`src/rtl/lcd_seq_pkg.sv`:
```
// Shared definitions for the LCD command/symbol sequencer: state encoding,
// entry field positions and the end-of-sequence marker.
package lcd_seq_pkg;

  typedef enum logic [2:0] {
    ST_IDLE,
    ST_FETCH,
    ST_DELAY,
    ST_VALID,
    ST_DONE
  } seq_state_t;

  // A ROM entry is {delay, data}; the data field sits in the low bits.
  localparam int unsigned DATA_LSB   = 0;
  localparam int unsigned END_MARKER = 0;

  function automatic int unsigned dly_lsb(input int unsigned data_w);
    return data_w;
  endfunction

endpackage

```
`src/rtl/lcd_tick_gen.sv`:
```
// Delay-tick prescaler: one-cycle tick every TICK_DIV clocks, restartable so
// the first tick after a restart lands exactly TICK_DIV cycles later.
module lcd_tick_gen #(
  parameter int TICK_DIV = 131072
) (
  input  logic clk_i,
  input  logic restn_i,
  input  logic restart_i,
  output logic tick_o
);

  localparam int CNT_W = $clog2(TICK_DIV);
  localparam logic [CNT_W-1:0] LAST = CNT_W'(TICK_DIV - 1);

  logic [CNT_W-1:0] cnt;

  always_ff @(posedge clk_i or negedge restn_i) begin
    if (!restn_i) begin
      cnt <= '0;
    end else if (restart_i || (cnt == LAST)) begin
      cnt <= '0;
    end else begin
      cnt <= cnt + 1'b1;
    end
  end

  assign tick_o = !restart_i && (cnt == LAST);

endmodule

```
`src/rtl/lcd_seq_engine.sv`:
```
// Sequencer that walks {delay, data} ROM entries from a base address, waits
// each delay in prescaled ticks and hands the data to the LCD write controller.
module lcd_seq_engine
  import lcd_seq_pkg::*;
#(
  parameter int DATA_W   = 9,
  parameter int DLY_W    = 4,
  parameter int ADDR_W   = 6,
  parameter int TICK_DIV = 131072,
  parameter int ROM_LAT  = 1
) (
  input  logic                    clk_i,
  input  logic                    restn_i,
  input  logic                    start_i,
  input  logic [ADDR_W-1:0]       base_addr_i,
  input  logic                    loop_i,
  input  logic                    abort_i,
  output logic [ADDR_W-1:0]       rom_addr_o,
  input  logic [DLY_W+DATA_W-1:0] rom_data_i,
  output logic [DATA_W-1:0]       data_o,
  output logic                    data_valid_o,
  input  logic                    ready_i,
  output logic                    busy_o,
  output logic                    done_o
);

  localparam int DLY_LSB = dly_lsb(DATA_W);
  localparam logic [ADDR_W-1:0] LAST_ADDR = '1;
  localparam logic [1:0]        LAT_LAST  = 2'(ROM_LAT);
  localparam logic [DATA_W-1:0] END_DATA  = DATA_W'(END_MARKER);

  seq_state_t        state, nxt_state;
  logic [1:0]        lat_cnt, nxt_lat_cnt;
  logic [DLY_W-1:0]  dly_q, nxt_dly;
  logic [DLY_W-1:0]  dly_cnt, nxt_dly_cnt;
  logic [ADDR_W-1:0] nxt_addr;
  logic [DATA_W-1:0] nxt_data;
  logic              nxt_valid, nxt_busy, nxt_done;
  logic              tick, tick_restart, transfer;
  logic [DATA_W-1:0] rom_data_f;
  logic [DLY_W-1:0]  rom_dly_f;

  assign rom_data_f   = rom_data_i[DATA_LSB +: DATA_W];
  assign rom_dly_f    = rom_data_i[DLY_LSB +: DLY_W];
  assign transfer     = data_valid_o && ready_i;
  assign tick_restart = (state != ST_DELAY);

  lcd_tick_gen #(
    .TICK_DIV(TICK_DIV)
  ) u_tick_gen (
    .clk_i    (clk_i),
    .restn_i  (restn_i),
    .restart_i(tick_restart),
    .tick_o   (tick)
  );

  always_ff @(posedge clk_i or negedge restn_i) begin
    if (!restn_i) begin
      state        <= ST_IDLE;
      lat_cnt      <= '0;
      dly_q        <= '0;
      dly_cnt      <= '0;
      rom_addr_o   <= '0;
      data_o       <= '0;
      data_valid_o <= 1'b0;
      busy_o       <= 1'b0;
      done_o       <= 1'b0;
    end else begin
      state        <= nxt_state;
      lat_cnt      <= nxt_lat_cnt;
      dly_q        <= nxt_dly;
      dly_cnt      <= nxt_dly_cnt;
      rom_addr_o   <= nxt_addr;
      data_o       <= nxt_data;
      data_valid_o <= nxt_valid;
      busy_o       <= nxt_busy;
      done_o       <= nxt_done;
    end
  end

  always_comb begin
    nxt_state   = state;
    nxt_lat_cnt = lat_cnt;
    nxt_dly     = dly_q;
    nxt_dly_cnt = dly_cnt;
    nxt_addr    = rom_addr_o;
    nxt_data    = data_o;
    nxt_valid   = data_valid_o;
    nxt_done    = 1'b0;

    if (abort_i) begin
      nxt_state = ST_IDLE;
      nxt_valid = 1'b0;
    end else begin
      case (state)
        ST_IDLE: begin
          if (start_i) begin
            nxt_addr    = base_addr_i;
            nxt_lat_cnt = '0;
            nxt_state   = ST_FETCH;
          end
        end
        ST_FETCH: begin
          if (lat_cnt != LAT_LAST) begin
            nxt_lat_cnt = lat_cnt + 2'd1;
          end else if (rom_data_f == END_DATA) begin
            if (loop_i) begin
              nxt_addr    = base_addr_i;
              nxt_lat_cnt = '0;
            end else begin
              nxt_state = ST_DONE;
              nxt_done  = 1'b1;
            end
          end else begin
            // Zero-delay entries bypass DELAY so data is offered the cycle after latching.
            nxt_data    = rom_data_f;
            nxt_dly     = rom_dly_f;
            nxt_dly_cnt = '0;
            if (rom_dly_f == '0) begin
              nxt_state = ST_VALID;
              nxt_valid = 1'b1;
            end else begin
              nxt_state = ST_DELAY;
            end
          end
        end
        ST_DELAY: begin
          if (dly_cnt >= dly_q) begin
            nxt_state = ST_VALID;
            nxt_valid = 1'b1;
          end else if (tick) begin
            nxt_dly_cnt = dly_cnt + 1'b1;
          end
        end
        ST_VALID: begin
          if (transfer) begin
            nxt_valid = 1'b0;
            // The top address never wraps; it ends the sequence like a marker.
            if (rom_addr_o != LAST_ADDR) begin
              nxt_addr    = rom_addr_o + 1'b1;
              nxt_lat_cnt = '0;
              nxt_state   = ST_FETCH;
            end else if (loop_i) begin
              nxt_addr    = base_addr_i;
              nxt_lat_cnt = '0;
              nxt_state   = ST_FETCH;
            end else begin
              nxt_state = ST_DONE;
              nxt_done  = 1'b1;
            end
          end
        end
        ST_DONE: begin
          nxt_state = ST_IDLE;
        end
        default: begin
          nxt_state = ST_IDLE;
          nxt_valid = 1'b0;
        end
      endcase
    end

    nxt_busy = (nxt_state != ST_IDLE) && (nxt_state != ST_DONE);
  end

endmodule

```
`config.mk`:
```
export PLATFORM = sky130hd
export DESIGN_NAME = lcd_seq_engine
export DESIGN_NICKNAME = d
export VERILOG_FILES = /design/src/rtl/lcd_seq_pkg.sv /design/src/rtl/lcd_tick_gen.sv /design/src/rtl/lcd_seq_engine.sv
export SDC_FILE = /design/constraint.sdc
export NUM_CORES = 1
export LEC_CHECK = 0
export CELL_PAD_IN_SITES_DETAIL_PLACEMENT = 1
export CELL_PAD_IN_SITES_GLOBAL_PLACEMENT = 1
export CORE_ASPECT_RATIO = 0.9
export CORE_UTILIZATION = 38
export CTS_CLUSTER_DIAMETER = 100
export DETAILED_ROUTE_END_ITERATION = 10
export PLACE_DENSITY_LB_ADDON = 0.1
export RECOVER_POWER = 25
export SYNTH_ARGS = -nofsm -noshare
export SYNTH_HDL_FRONTEND = slang
export SYNTH_HIERARCHICAL = 1
export SYNTH_SLANG_ARGS = --single-unit
```
`constraint.sdc`:
```
create_clock -name clk_i -period 2.1 [get_ports clk_i]
set_input_delay 0.42 -clock clk_i [delete_from_list [all_inputs] [get_ports clk_i]]
set_output_delay 0.42 -clock clk_i [all_outputs]
set_load 0.01 [all_outputs]
```
# Yosys cells after proc, flatten, opt, wreduce, memory -nomap -nowiden
# Cells that the tools add are included.
# word_totals
regBits,48
inputBits,25
wordCells,103
# classes
n_addsub,4
n_lt_le_gt_ge,1
eq_ne,23
mux,45
n_bitwise,3
n_reduce_logical,17
# ops
op,n
two-way mux 6 bit,6
two-way mux 3 bit,9
"inequality test 3 bit, second input constant",7
one-hot mux 6 bit (3 select lines),1
AND reduction 6 bit,3
"adder 17 x 1 -> 17 bit, second input constant",1
"equality test 17 bit, second input constant",1
two-way mux 17 bit,1
two-way mux 4 bit,4
"inequality test 2 bit, second input constant",7
two-way mux 1 bit,13
two-way mux 2 bit,6
one-hot mux 3 bit (4 select lines),1
zero test 9 bit,1
one-hot mux 4 bit (2 select lines),1
"adder 6 x 1 -> 6 bit, second input constant",1
"equality test 3 x 2 -> 1 bit, second input constant",2
"inequality test 6 bit, second input constant",1
one-hot mux 2 bit (3 select lines),1
nonzero test 3 bit,2
AND reduction 5 bit,1
"adder 4 x 1 -> 4 bit, second input constant",1
>= comparator 4 bit,1
zero test 4 bit,1
other kinds (15),20

# Logic depth before layout (Yosys ltp)
# depth
depth_word,8
depth_mapped,11

# Modules after synthesis
# Netlist, hierarchy kept.
# by_module_without_submodules
module,n_inst,cells_each,area_per_inst_um2,seq_area_each_um2
lcd_seq_engine,1,193,1924.3,775.7
lcd_tick_gen,1,84,853.3,425.4

# Worst setup path before layout
# No wires, ideal clock.
# synth_timing
path_type,register to register
start,reg u_tick_gen.cnt[0]
end,reg dly_cnt[2]
setup_time_ns,0.119
t_arrival_ns,2.113
t_required_ns,1.981
slack_ns,-0.132
path_stages_with_launch,12
n_path_buf,0
path_cell_list,dfrtp_1 ha_1 nand2_1 nor4_4 and3_1 ha_1 nor2b_1 o22ai_1 nor2_1 nand3_1 xnor2_1 and2_1
# synth_via
elab_chain_cells,4
# synth_rtl
element,line,text
start: declaration,lcd_tick_gen.sv:15,logic [CNT_W-1:0] cnt;
start signal: assignment,lcd_tick_gen.sv:23,cnt <= cnt + 1'b1;
equality test 17 bit,lcd_tick_gen.sv:27,assign tick_o = !restart_i && (cnt == LAST);
logical AND 1 bit,lcd_tick_gen.sv:27,
net tick,lcd_seq_engine.sv:39,"logic tick, tick_restart, transfer;"
inequality test 2 bit (no line),--,
AND reduction 6 bit (no line),--,
end signal: assignment,lcd_seq_engine.sv:72,dly_cnt <= nxt_dly_cnt;
end: declaration,lcd_seq_engine.sv:35,"logic [DLY_W-1:0] dly_cnt, nxt_dly_cnt;"
# The timed path passes the listed nets, and every way through them passes these cells.
# A chain may end at the register's enable or synchronous reset.

# Final worst setup path
# layout_timing
start,reg u_tick_gen.cnt[1]
end,reg dly_cnt[2]
# The elaborated chain is that of the path after synthesis.

==> results.sh <==
export IMPL_maxCapViolCount=0
export IMPL_synth_enable_flop_cells=0
export IMPL_critPathMaxStageDelay_ns=0.37
export IMPL_clock_path_buffers=2
export IMPL_dp_cells=468
export IMPL_irDropWorstVdd_uv=554
export IMPL_multi_input_area_um2=1620
export IMPL_final_cells=491
export IMPL_grt_antenna_before_repair=0
export IMPL_drc=0
export IMPL_grt_pass1_wl_um=13100
export IMPL_synth_top_area_share=0.432
export IMPL_crit_family="simple AND/OR/NAND/NOR gates"
export IMPL_path_buf_inv=0
export IMPL_final_util=0.587
export IMPL_pre_cts_ws_ns=-0.557
export IMPL_cts_htree_levels=2
export IMPL_avgSynthCellArea_um2=10.0
export IMPL_gp_congestion=0.810
export IMPL_arrival_ns=2.40
export IMPL_leakagePower_nw=1.94
export IMPL_routed_wl_um=8080
export IMPL_path_max_fanout=3
export IMPL_yosysSeqAreaShare=0.432
export IMPL_track_usage=0.219
export IMPL_fp_dieH_um=83.1
export IMPL_syn_nets=310
export IMPL_grt_max_degree=32
export IMPL_diodes=0
export IMPL_slowest_stage="dfrtp_1"
export IMPL_setup_viol=7
export IMPL_final_common_cell="buf_4"
export IMPL_cts_sinks=48
export IMPL_area_growth_synth_to_final_pct=49.5
export IMPL_drt_iter0_markers=103
export IMPL_yosysUniqueCellTypes=59
export IMPL_drive_above_1_share=0.379
export IMPL_power_density_nw_per_um2=1000
export IMPL_initial_core_util=0.393
export IMPL_cts_root_buf="clkbuf_8"
export IMPL_synthTopCellsByArea="dfrtp_1 43%, mux2_2 5.3%, nor2_1 3.9%"
export IMPL_status="finished, violations left"
export IMPL_ys_ff_latch=48
export IMPL_synth_area_um2=2780
export IMPL_clk_latency_ns=0.30
export IMPL_fin_nets=430
export IMPL_violations="negative setup slack"
export IMPL_worst_slew_pin_slew_ns=1.09
export IMPL_numCtsBuffers=5
export IMPL_fp_dieW_um=92.1
export IMPL_synth_main_ff_cell="dfrtp_1"
export IMPL_seq_area_um2=1200
export IMPL_grt_pass1_vias=2676
export IMPL_path_cells="ha_2 > nand2_2 > nor4_4 > and3_1 > ha_2 > nor2b_4 > o22ai_2 > nor2_2 > nand3_1 > xnor2_1 > and2_1"
export IMPL_num_vias=2604
export IMPL_hpwl_um=5920
export IMPL_cts_tree="built"
export IMPL_postSynth_asyncResetShare=1.00
export IMPL_whs_ns=0.285
export IMPL_clk_pin_slew_ns=0.10
export IMPL_drt_first_pass_iters=4
export IMPL_fill_cells=804
export IMPL_ant_nets=0
export IMPL_holdCritPathClass="input port to async pin"
export IMPL_yosysWarnings=6
export IMPL_cts_hold_buf=0
export IMPL_crit_type="register to register"
export IMPL_layout_common_cells="77 x buf_4, 48 x dfrtp_1, 29 x clkdlybuf4s50_1"
export IMPL_rsz0062_at_grt="yes"
export IMPL_cp_end_kind="register"
export IMPL_grt_overflow_total=0
export IMPL_die_area_um2=7660
export IMPL_rows=29
export IMPL_core_area_um2=7080
export IMPL_syn_inst=277
export IMPL_crit_path_frequent_cell="ha_2"
export IMPL_period_minus_slack_ns=2.20
export IMPL_synth_top_area_cell="dfrtp_1"
export IMPL_clock_fmax_ghz=0.454
export IMPL_slew_headroom=0.272
export IMPL_hold_viol=0
export IMPL_start_kind="register"
export IMPL_viasPerCell=5.30
export IMPL_port_buffers=42
export IMPL_setup_ws_ns=-0.100
export IMPL_wl_per_cell_um=16.5
export IMPL_ios=43
export IMPL_slew_violations=0
export IMPL_fin_crit_sh=1.05
export IMPL_fin_skew_ns=0.00741
export IMPL_crit_required_ns=2.30
==> per-layer routing <==
| layer | share of wire | global-route usage | wire, um | vias to the layer above |
|---|---|---|---|---|
| met1 | 0.45 | 0.294 | 3620 | 1302 |
| met4 | 0.0084 | 0.0412 | 68 | 0 |
| li1 | - | - | - | 1247 |
| met3 | 0.040 | 0.0586 | 322 | 8 |
| met2 | 0.50 | 0.358 | 4070 | 47 |
| met5 | 0 | 0 | 0 | - |
==> report_power, final <==
part / leakage [nW] / switching (mW) / internal [mW] / total (mW)
sequential: 0.630 / 0.144 / 1.15 / 1.29
clock: 0.0687 / 0.342 / 0.480 / 0.821
combinational: 1.24 / 0.927 / 1.13 / 2.06
total: 1.94 / 1.41 / 2.76 / 4.17
==> worst register-to-register path, delay by kind of cell (launching register included) <==
kind	cells	cell delay, ns
adders and majority gates	2	0.40
and+or+nand+nor	7	1.09
AOI/OAI and AO/OA	1	0.09
DFF	1	0.37
xor gates and xnor gates	1	0.15
==> path summary, 6_finish.rpt <==
path                       slack (ns)  cells after the start                           to                        start
setup / recovery                -0.10                     11       dly_cnt[2]$_DFFE_PN0P_  u_tick_gen/cnt[1]$_DFF_PN0_
hold / removal                   0.28                      1    rom_addr_o[5]$_DFFE_PN0P_                      restn_i
setup reg to reg                -0.10                     11       dly_cnt[2]$_DFFE_PN0P_  u_tick_gen/cnt[1]$_DFF_PN0_
hold reg to reg                  0.51                      1        data_o[6]$_DFFE_PN0P_        data_o[6]$_DFFE_PN0P_
max in group asynchronous        0.47                      2  u_tick_gen/cnt[9]$_DFF_PN0_                      restn_i
min in group clk_i               0.39                      2         dly_q[2]$_DFFE_PN0P_               rom_data_i[11]
==> logic make-up after synthesis <==
kind of cell / synth area share
and+or+nand+nor: 0.220
adders and majority gates: 0.0360
DFF: 0.432
buffers and inverters: 0.0329
AOI/OAI and AO/OA: 0.167
xor gates and xnor gates: 0.0378
muxes: 0.0743
==> cell usage after synthesis (3+ instances only) <==
| cell | number |
|---|---|
| a21o_1 | 3 |
| a21oi_1 | 11 |
| a31o_2 | 4 |
| a31oi_1 | 5 |
| and2_1 | 6 |
| and3_1 | 5 |
| buf_2 | 4 |
| clkbuf_1 | 5 |
| dfrtp_1 | 48 |
| ha_1 | 8 |
| inv_1 | 11 |
| mux2_2 | 13 |
| mux2_4 | 4 |
| nand2_1 | 22 |
| nand3_1 | 15 |
| nor2_1 | 29 |
| nor2b_1 | 3 |
| nor3_1 | 8 |
| nor4_4 | 3 |
| o21ai_0 | 9 |
| o22ai_1 | 5 |
| xnor2_1 | 9 |
| xor2_1 | 3 |
==> registers in the layout, summed over array words and instances (netlist names) <==
signal and count:
dly_q 4, busy_o 1, state 3, rom_addr_o 6, dly_cnt 4, lat_cnt 2, data_valid_o 1, done_o 1
data_o 9, u_tick_gen/cnt 17
==> through the flow <==
stage	power (mW)	TNS [ns]	area, um^2
after global placement	3.12	-9.24	3780
final	4.17	-0.296	4150
after global routing	4.43	-1.33	4150
after floorplan	2.22	0	2780
after CTS	4.06	-0.390	4030
after detailed placement	3.18	-11.35	3780
==> layout make-up <==
class,count,area share
clock inverters,3,0.0166
flip-flops and latches,48,0.289
multi-input cells,208,0.389
well taps,93,0.0280
repair buffers,123,0.250
inverters,11,0.00994
clock buffers,5,0.0166
==> timing repair <==
action,CTS,global route
setup buffers,11,4
gates resized for setup,15,28
pin swaps,8,15
setup endpoints to repair,25,24
Power figures use the tool's default switching activity.
